--- src/rtl/uart_pkg.sv ---
// uart_pkg: definitions shared by the UART receive and transmit paths.
//   UART_NBITS   data bits per character
//   UART_IDLE    level of the idle line (also the STOP bit level)
//   uart_state_e frame state machine encoding
package uart_pkg;

  localparam int unsigned UART_NBITS = 8;
  localparam logic        UART_IDLE  = 1'b1;

  typedef enum logic [2:0] {
    IDLE,
    START,
    DATA,
    STOP,
    BREAK
  } uart_state_e;

endpackage

--- src/rtl/sync2.sv ---
// sync2: two-flop synchronizer for an asynchronous input, plus a falling-edge
// detect on the synchronized value.
//   clk     system clock
//   n_rst   asynchronous reset, active-low (all flops load RstVal)
//   i_d     asynchronous input
//   o_q     synchronized value
//   o_fall  high while the synchronized value is 0 and its previous value was 1
module sync2 #(
  parameter logic RstVal = 1'b1
) (
  input  logic clk,
  input  logic n_rst,
  input  logic i_d,
  output logic o_q,
  output logic o_fall
);

  logic r_meta;
  logic r_sync;
  logic r_prev;

  always_ff @(posedge clk or negedge n_rst) begin
    if (!n_rst) begin
      r_meta <= RstVal;
      r_sync <= RstVal;
      r_prev <= RstVal;
    end else begin
      r_meta <= i_d;
      r_sync <= r_meta;
      r_prev <= r_sync;
    end
  end

  assign o_q    = r_sync;
  assign o_fall = r_prev & ~r_sync;

endmodule

--- src/rtl/uartin.sv ---
// uartin: UART receiver. Recovers 8-bit characters (START 0, data MSB first,
// STOP 1, CDIV clocks per bit) from uart_rx and writes them to a FIFO.
//   CDIV      clocks per bit, must be >= 2
//   clk       system clock
//   n_rst     asynchronous reset, active-low
//   uart_rx   serial line, idles high, asynchronous to clk
//   data_out  last accepted character, held until the next one
//   n_wr      FIFO write strobe, active-low, one clock per accepted character
//   n_full    FIFO full, active-low, looked at only at the STOP sample
//   n_ferr    framing error pulse, active-low, one clock
//   n_ovr     overrun pulse (character dropped, FIFO full), active-low
//   busy      high from START detection until the frame completes
module uartin
  import uart_pkg::*;
#(
  parameter int unsigned CDIV = 2
) (
  input  logic                  clk,
  input  logic                  n_rst,
  input  logic                  uart_rx,
  output logic [UART_NBITS-1:0] data_out,
  output logic                  n_wr,
  input  logic                  n_full,
  output logic                  n_ferr,
  output logic                  n_ovr,
  output logic                  busy
);

  localparam int unsigned TW = $clog2(CDIV + 1);
  localparam logic [TW-1:0] TFull = TW'(CDIV);
  localparam logic [TW-1:0] THalf = TW'(CDIV / 2);
  localparam logic [TW-1:0] TOne  = TW'(1);
  localparam logic [2:0]    BitMsb = 3'(UART_NBITS - 1);

  logic w_rxs;
  logic w_fall;

  uart_state_e           r_state, w_state_d;
  logic [TW-1:0]         r_timer, w_timer_d;
  logic [2:0]            r_bidx, w_bidx_d;
  logic [UART_NBITS-1:0] r_shift, w_shift_d;
  logic [UART_NBITS-1:0] r_data, w_data_d;
  logic                  r_n_wr, w_n_wr_d;
  logic                  r_n_ferr, w_n_ferr_d;
  logic                  r_n_ovr, w_n_ovr_d;
  logic                  w_expire;

  // Reset to the idle level so a quiet line never looks like a START edge.
  sync2 #(
    .RstVal (UART_IDLE)
  ) u_sync2 (
    .clk    (clk),
    .n_rst  (n_rst),
    .i_d    (uart_rx),
    .o_q    (w_rxs),
    .o_fall (w_fall)
  );

  assign w_expire = (r_timer == TOne);

  always_comb begin
    w_state_d  = r_state;
    w_timer_d  = r_timer;
    w_bidx_d   = r_bidx;
    w_shift_d  = r_shift;
    w_data_d   = r_data;
    w_n_wr_d   = 1'b1;
    w_n_ferr_d = 1'b1;
    w_n_ovr_d  = 1'b1;

    case (r_state)
      IDLE: begin
        if (w_fall) begin
          w_state_d = START;
          w_timer_d = THalf;  // land the samples mid-bit
        end
      end
      START: begin
        if (w_expire) begin
          if (w_rxs == UART_IDLE) begin
            w_state_d = IDLE;  // glitch shorter than half a bit
          end else begin
            w_state_d = DATA;
            w_bidx_d  = BitMsb;
            w_timer_d = TFull;
          end
        end else begin
          w_timer_d = r_timer - TOne;
        end
      end
      DATA: begin
        if (w_expire) begin
          w_shift_d = {r_shift[UART_NBITS-2:0], w_rxs};
          w_timer_d = TFull;
          if (r_bidx == 3'd0) begin
            w_state_d = STOP;
          end else begin
            w_bidx_d = r_bidx - 3'd1;
          end
        end else begin
          w_timer_d = r_timer - TOne;
        end
      end
      STOP: begin
        if (w_expire) begin
          if (w_rxs == UART_IDLE) begin
            w_state_d = IDLE;
            if (n_full) begin
              w_data_d = r_shift;
              w_n_wr_d = 1'b0;
            end else begin
              w_n_ovr_d = 1'b0;
            end
          end else begin
            w_state_d  = BREAK;
            w_n_ferr_d = 1'b0;
          end
        end else begin
          w_timer_d = r_timer - TOne;
        end
      end
      BREAK: begin
        // A line held low must return high before another START can arm.
        if (w_rxs == UART_IDLE) begin
          w_state_d = IDLE;
        end
      end
      default: begin
        w_state_d = IDLE;
      end
    endcase
  end

  always_ff @(posedge clk or negedge n_rst) begin
    if (!n_rst) begin
      r_state  <= IDLE;
      r_timer  <= '0;
      r_bidx   <= '0;
      r_shift  <= '0;
      r_data   <= '0;
      r_n_wr   <= 1'b1;
      r_n_ferr <= 1'b1;
      r_n_ovr  <= 1'b1;
    end else begin
      r_state  <= w_state_d;
      r_timer  <= w_timer_d;
      r_bidx   <= w_bidx_d;
      r_shift  <= w_shift_d;
      r_data   <= w_data_d;
      r_n_wr   <= w_n_wr_d;
      r_n_ferr <= w_n_ferr_d;
      r_n_ovr  <= w_n_ovr_d;
    end
  end

  assign data_out = r_data;
  assign n_wr     = r_n_wr;
  assign n_ferr   = r_n_ferr;
  assign n_ovr    = r_n_ovr;
  assign busy     = (r_state != IDLE);

endmodule
--- config.mk ---
export PLATFORM = sky130hd
export DESIGN_NAME = uartin
export DESIGN_NICKNAME = d
export VERILOG_FILES = /design/src/rtl/uart_pkg.sv /design/src/rtl/sync2.sv /design/src/rtl/uartin.sv
export SDC_FILE = /design/constraint.sdc
export NUM_CORES = 1
export LEC_CHECK = 0
export ABC_AREA = 1
export BUFFER_PORTS_ARGS = -buffer_cell sky130_fd_sc_hd__buf_2
export CAP_MARGIN = 0
export CELL_PAD_IN_SITES_DETAIL_PLACEMENT = 0
export CELL_PAD_IN_SITES_GLOBAL_PLACEMENT = 1
export CORE_MARGIN = 2
export CORE_UTILIZATION = 44
export DETAILED_ROUTE_END_ITERATION = 8
export PLACE_DENSITY_LB_ADDON = 0.08
export SETUP_SLACK_MARGIN = 0.05
export SLEW_MARGIN = 20
export SYNTH_ARGS = -nofsm -noshare
export SYNTH_HDL_FRONTEND = slang
export SYNTH_SLANG_ARGS = --single-unit
--- constraint.sdc ---
create_clock -name clk -period 1.7 [get_ports clk]
set_clock_uncertainty 0.05 [all_clocks]
set_input_delay 0.17 -clock clk [delete_from_list [all_inputs] [get_ports clk]]
set_output_delay 0.17 -clock clk [all_outputs]
set_load 0.01 [all_outputs]
Word-level counts from Yosys, hierarchy flattened
Cells that the tools add are included.
{"block": "op_classes", "n_addsub": 2, "n_eq_ne": 15, "muxes": 31, "bitwise_logic": 2, "reduce_logical": 10}
{"operator": "3-bit two-way mux", "n": 11}
{"operator": "3-bit case mux with 5 select lines", "n": 1}
{"operator": "2-bit != test (second input constant)", "n": 7}
{"operator": "2-bit two-way mux", "n": 6}
{"operator": "1-bit two-way mux", "n": 11}
{"operator": "2-bit case mux with 4 select lines", "n": 1}
{"operator": "4-bit AND reduction", "n": 2}
{"operator": "3-bit by 2-bit == test with 1-bit output (second input constant)", "n": 2}
{"operator": "3-bit logical NOT", "n": 2}
{"operator": "3-bit case mux with 2 select lines", "n": 1}
{"operator": "6-bit AND reduction", "n": 1}
{"operator": "5-bit AND reduction", "n": 1}
{"operator": "2-bit by 1-bit != test with 1-bit output (second input constant)", "n": 2}
{"operator": "4-bit nonzero test", "n": 1}
{"operator": "3-bit by 1-bit == test with 1-bit output (second input constant)", "n": 1}
{"operator": "3-bit == test (second input constant)", "n": 1}
{"operator": "3-bit != test (second input constant)", "n": 1}
{"operator": "3-bit nonzero test", "n": 1}
{"operator": "3-bit by 1-bit subtractor with 3-bit output (second input constant)", "n": 1}
{"operator": "2-bit by 1-bit == test with 1-bit output (second input constant)", "n": 1}
{"operator": "2-bit AND reduction", "n": 1}
{"operator": "2-bit nonzero test", "n": 1}
{"operator": "2-bit by 1-bit subtractor with 2-bit output (second input constant)", "n": 1}
{"operator": "1-bit AND", "n": 1}
{"operator": "1-bit NOT", "n": 1}
{"block": "word_totals", "ff_bits": 30, "inputBits": 4, "out_inout_bits": 12, "wordCells": 71}

Logic depth before layout (Yosys ltp)
{"block": "depth", "depth_word": 4, "mapped_depth": 10, "mapped_depth_nobuf": 9}

Cells and area by module
A second synthesis with hierarchy kept.
{"block": "hier_totals", "cells_unflattened": 168, "hier_area_um2": 1461.4}
{"mod": "uartin", "n_inst": 1, "cells_each": 163, "area_each_um2": 1372.6, "seq_area_each_um2": 679.4}
{"mod": "sync2", "n_inst": 1, "cells_each": 5, "area_each_um2": 88.8, "seq_area_each_um2": 78.8}

Least setup slack after synthesis
No wires, ideal clock.
{"block": "synth_timing", "kind": "register -> register", "start": "reg r_timer[1]", "end": "reg r_data[5] (netlist: data_out[5])", "setup_ns": 0.118, "arrival_ns": 1.273, "required_time_ns": 1.532, "slack_ns": 0.259, "path_stages_with_launch": 10, "path_buffers": 2, "synth_period_minus_slack_ns": 1.441, "cell_sequence": "dfrtp_1 inv_1 ha_1 buf_6 inv_4 nor3_4 nand2_4 buf_6 nand2_2 o21ai_2"}
{"block": "synth_via", "elab_chain_cells": 2}
{"element": "start, declared", "line_no": "uartin.sv:39", "source": "logic [TW-1:0] r_timer, w_timer_d;"}
{"element": "start signal, assigned", "line_no": "uartin.sv:146", "source": "r_timer <= w_timer_d;"}
{"element": "2-bit by 1-bit == test with 1-bit output", "line_no": "uartin.sv:59", "source": "assign w_expire = (r_timer == TOne);"}
{"element": "4-bit AND reduction (no line)"}
{"element": "end signal, assigned", "line_no": "uartin.sv:149", "source": "r_data <= w_data_d;"}
{"element": "end, declared", "line_no": "uartin.sv:42", "source": "logic [UART_NBITS-1:0] r_data, w_data_d;"}
No other way between the ends.
A chain may end at the register's enable or synchronous reset.

Worst setup path in the final report
{"block": "layout_timing", "start": "reg r_state[0]", "end": "out busy"}
{"block": "layout_via", "elab_chain_cells": 1}
{"element": "start, declared", "line_no": "uartin.sv:38", "source": "uart_state_e r_state, w_state_d;"}
{"element": "start signal, assigned", "line_no": "uartin.sv:145", "source": "r_state <= w_state_d;"}
{"element": "3-bit nonzero test", "line_no": "uartin.sv:160", "source": "assign busy = (r_state != IDLE);"}
{"element": "end, declared", "line_no": "uartin.sv:26", "source": "output logic busy"}
No other way between the ends.

==> metrics <==
fin crit share 88.8%; Worst Hold Margin 0.0735 ns; die width 62.5 um; clock power share 21.7%; post-synthesis cell type count 22; gp weighted congestion 0.829; Synth Area in XOR/XNOR 0.582%; Critical R2R Launch r_timer[1]$_DFFE_PN0P_; die footprint 3910 um2; Final #Nets 192; num ports 16; WL met3 144 um; layout cells sized above 1 32.4%; post-synthesis adder-cell area fraction 3.33%; WL met1 1220 um; highest routed layer met4; wire per inst 11.3 um; diodes inserted 0; clock slew at reported path FFs 0.09 ns; Max FO, Critical Path 9; Psw 1.10 mW; top_reg_cell synth dfrtp_1; RSZ-0062 raised after global routing false; Resized Gates After CTS 0; Detailed Routing Iterations Pass 1 4; Post-synth top cells nand2_1, dfrtp_1, inv_1; top achievable clock speed 0.663 GHz; Vias 1094; core area 3310 um2; Filler Cell Count 329; Tightest Pin Transition 0.663 ns; Sink Count 30; row count 21; hold_sp n_full; min-delay worst type in2reg; startpoint class of the critical path register; antenna violations before repair 0; Sw Ratio 40.3%; Logic pwr share 39.7%; kind of critical path reg2out; Max Root-Sink Buffers 2; Yosys top cell area share 39.9%; status completed; Post-synth EDFFs 0; Worst Path Arrival 1.29 ns; global-route wire length before repair 4840 um; Iter 0 DRT Violations 55; Synth Area in Simple Gates 26.7%; Final ANT Viol Nets 0; area leader, netlist dfrtp_1; GRT Total Usage 16.0%; FF+latch count, synth 30; CTS H-Tree Depth 2; maxcap violations 0; Gate Count Post-Synth 164; overall die height 62.5 um; fin. max-slew vios 0; main area contributors after synthesis dfrtp_1, nand2_1, dfstp_2; CTS tree yes; Crit. Startpoint r_state[0]$_DFFE_PN0P_; Yosys warnings 0; vias in the first global route 1091; most common cell in the netlist nand2_1; Post-Synthesis Cell Area 1510 um2; Peak VDD IR 0.000616 V; area growth from synthesis to final layout 12.8%; final setup violating endpoints 0; sequential fraction of the synthesis area 50.4%; Setup TNS 0 ns; Synth Area per Inst 9.18 um2; post-layout min period 1.51 ns; final hold vios 0; Post-route DRC 0; overall power 2.73 mW; met2 WL 1220 um; post-synthesis mux area share 0%; Static Leakage 0.888 nW; Rel. slew slack 55.8%; number of port buffers 15; total grt overflow 0; worst path required time 1.48 ns; Initial Utilization 45.5%; Synth Area in Compound Gates 9.48%; CTS Buf Count 5; Seq pwr share 38.6%; power per cell area 1610 nW/um2; Post-synth ARST share 100%; post-DR vias/cell 4.74; HPWL after DPL 1880 um; post-layout util 51.3%; largest net degree at the start of global routing 31; largest family of logic cells by synthesized area simple AND/OR/NAND/NOR gates; synthesized net count 172; clock root cell clkbuf_4; Int Pwr 1.63 mW; worst skew pair latency 0.33 ns; drt total wl 2620 um; Critical Path End Type primary output
[power by group through the flow]
stage / sequential [mW] / combinational, mW / clock, mW
2_1_floorplan: 0.993 / 0.966 / 0
3_3_place_gp: 1.06 / 1.07 / 0
3_5_place_dp: 1.07 / 1.09 / 0
4_1_cts: 1.05 / 1.10 / 0.612
5_1_grt: 1.08 / 1.26 / 0.658
6_report: 1.05 / 1.08 / 0.592
[flip-flops by register name, indices dropped and copies added (netlist names), 2 cells and up]
register and count:
data_out 8, r_shift 8, r_bidx 3, r_state 3
r_timer 2
[through the flow]
stage / instances / cell area [um2] / worst slack [ns]
5_1_grt: 231 / 1700 / 0.117
3_3_place_gp: 221 / 1590 / 0.275
2_1_floorplan: 164 / 1510 / 0.259
4_1_cts: 231 / 1700 / 0.185
3_5_place_dp: 221 / 1590 / 0.250
6_report: 231 / 1700 / 0.191
[layout make-up]
cell class / instances / area (um2) / area share [%]
flip-flops and latches: 30 / 758 / 44.7
repair buffers: 18 / 103 / 6.04
inverters: 23 / 91.3 / 5.38
clock inverters: 1 / 30.0 / 1.77
multi-input cells: 106 / 603 / 35.5
clock buffers: 7 / 55.1 / 3.24
well taps: 46 / 57.6 / 3.39
[timing repair]
item,4_1_cts,5_1_grt
hold buffers,2,0
buffers inserted,0,0
hold endpoints to repair,25,0
[final timing paths]
kind	slack [ns]	depth (start not counted)	endpoint
setup / recovery	0.19	3	busy
hold / removal	0.07	3	n_ovr$_DFF_PN1_
setup reg to reg	0.25	7	data_out[0]$_DFFE_PN0P_
hold reg to reg	0.31	0	u_sync2.o_q$_DFF_PN1_
max in group asynchronous	0.82	2	r_bidx[2]$_DFFE_PN0P_
min in group asynchronous	0.35	2	data_out[5]$_DFFE_PN0P_
[routing by layer]
metal,vias up,GRT usage (%)
met5,-,0
met4,0,6.39
met3,4,6.85
met2,24,24.3
met1,506,20.1
li1,560,-
[critical path: stages (launching register included)]
cell,delay (ns)
dfrtp_1,0.53
nor2_4,0.21
nand2_1,0.09
buf_2,0.14
[cell families (layout without fill, tap and decap cells)]
| logic type | count (synthesis) | in the layout |
|---|---|---|
| buf+inv | 28 | 49 |
| flops | 30 | 30 |
| compound gates | 17 | 17 |
| xor+xnor | 1 | 1 |
| simple gates | 84 | 84 |
| fa+ha+maj | 4 | 4 |
[placed cells by master (no fill, tap or decap)]
cell type	instances
buf_2	15
nand2_4	2
nand2_2	2
o21ai_1	1
clkbuf_8	1
nor3_4	1
nor2_4	1
nand3_1	10
ha_1	4
nand2_1	54
xnor2_1	1
nor2_2	1
clkbuf_1	1
inv_4	2
a31oi_1	1
clkbuf_4	5
buf_4	1
inv_2	4
nor2_1	5
dlygate4sd3_1	2
o21ai_2	15
dfstp_2	6
nand4_1	5
inv_1	17
nand3_2	3
dfrtp_1	24
bufinv_16	1
Power figures use the tool's default switching activity.
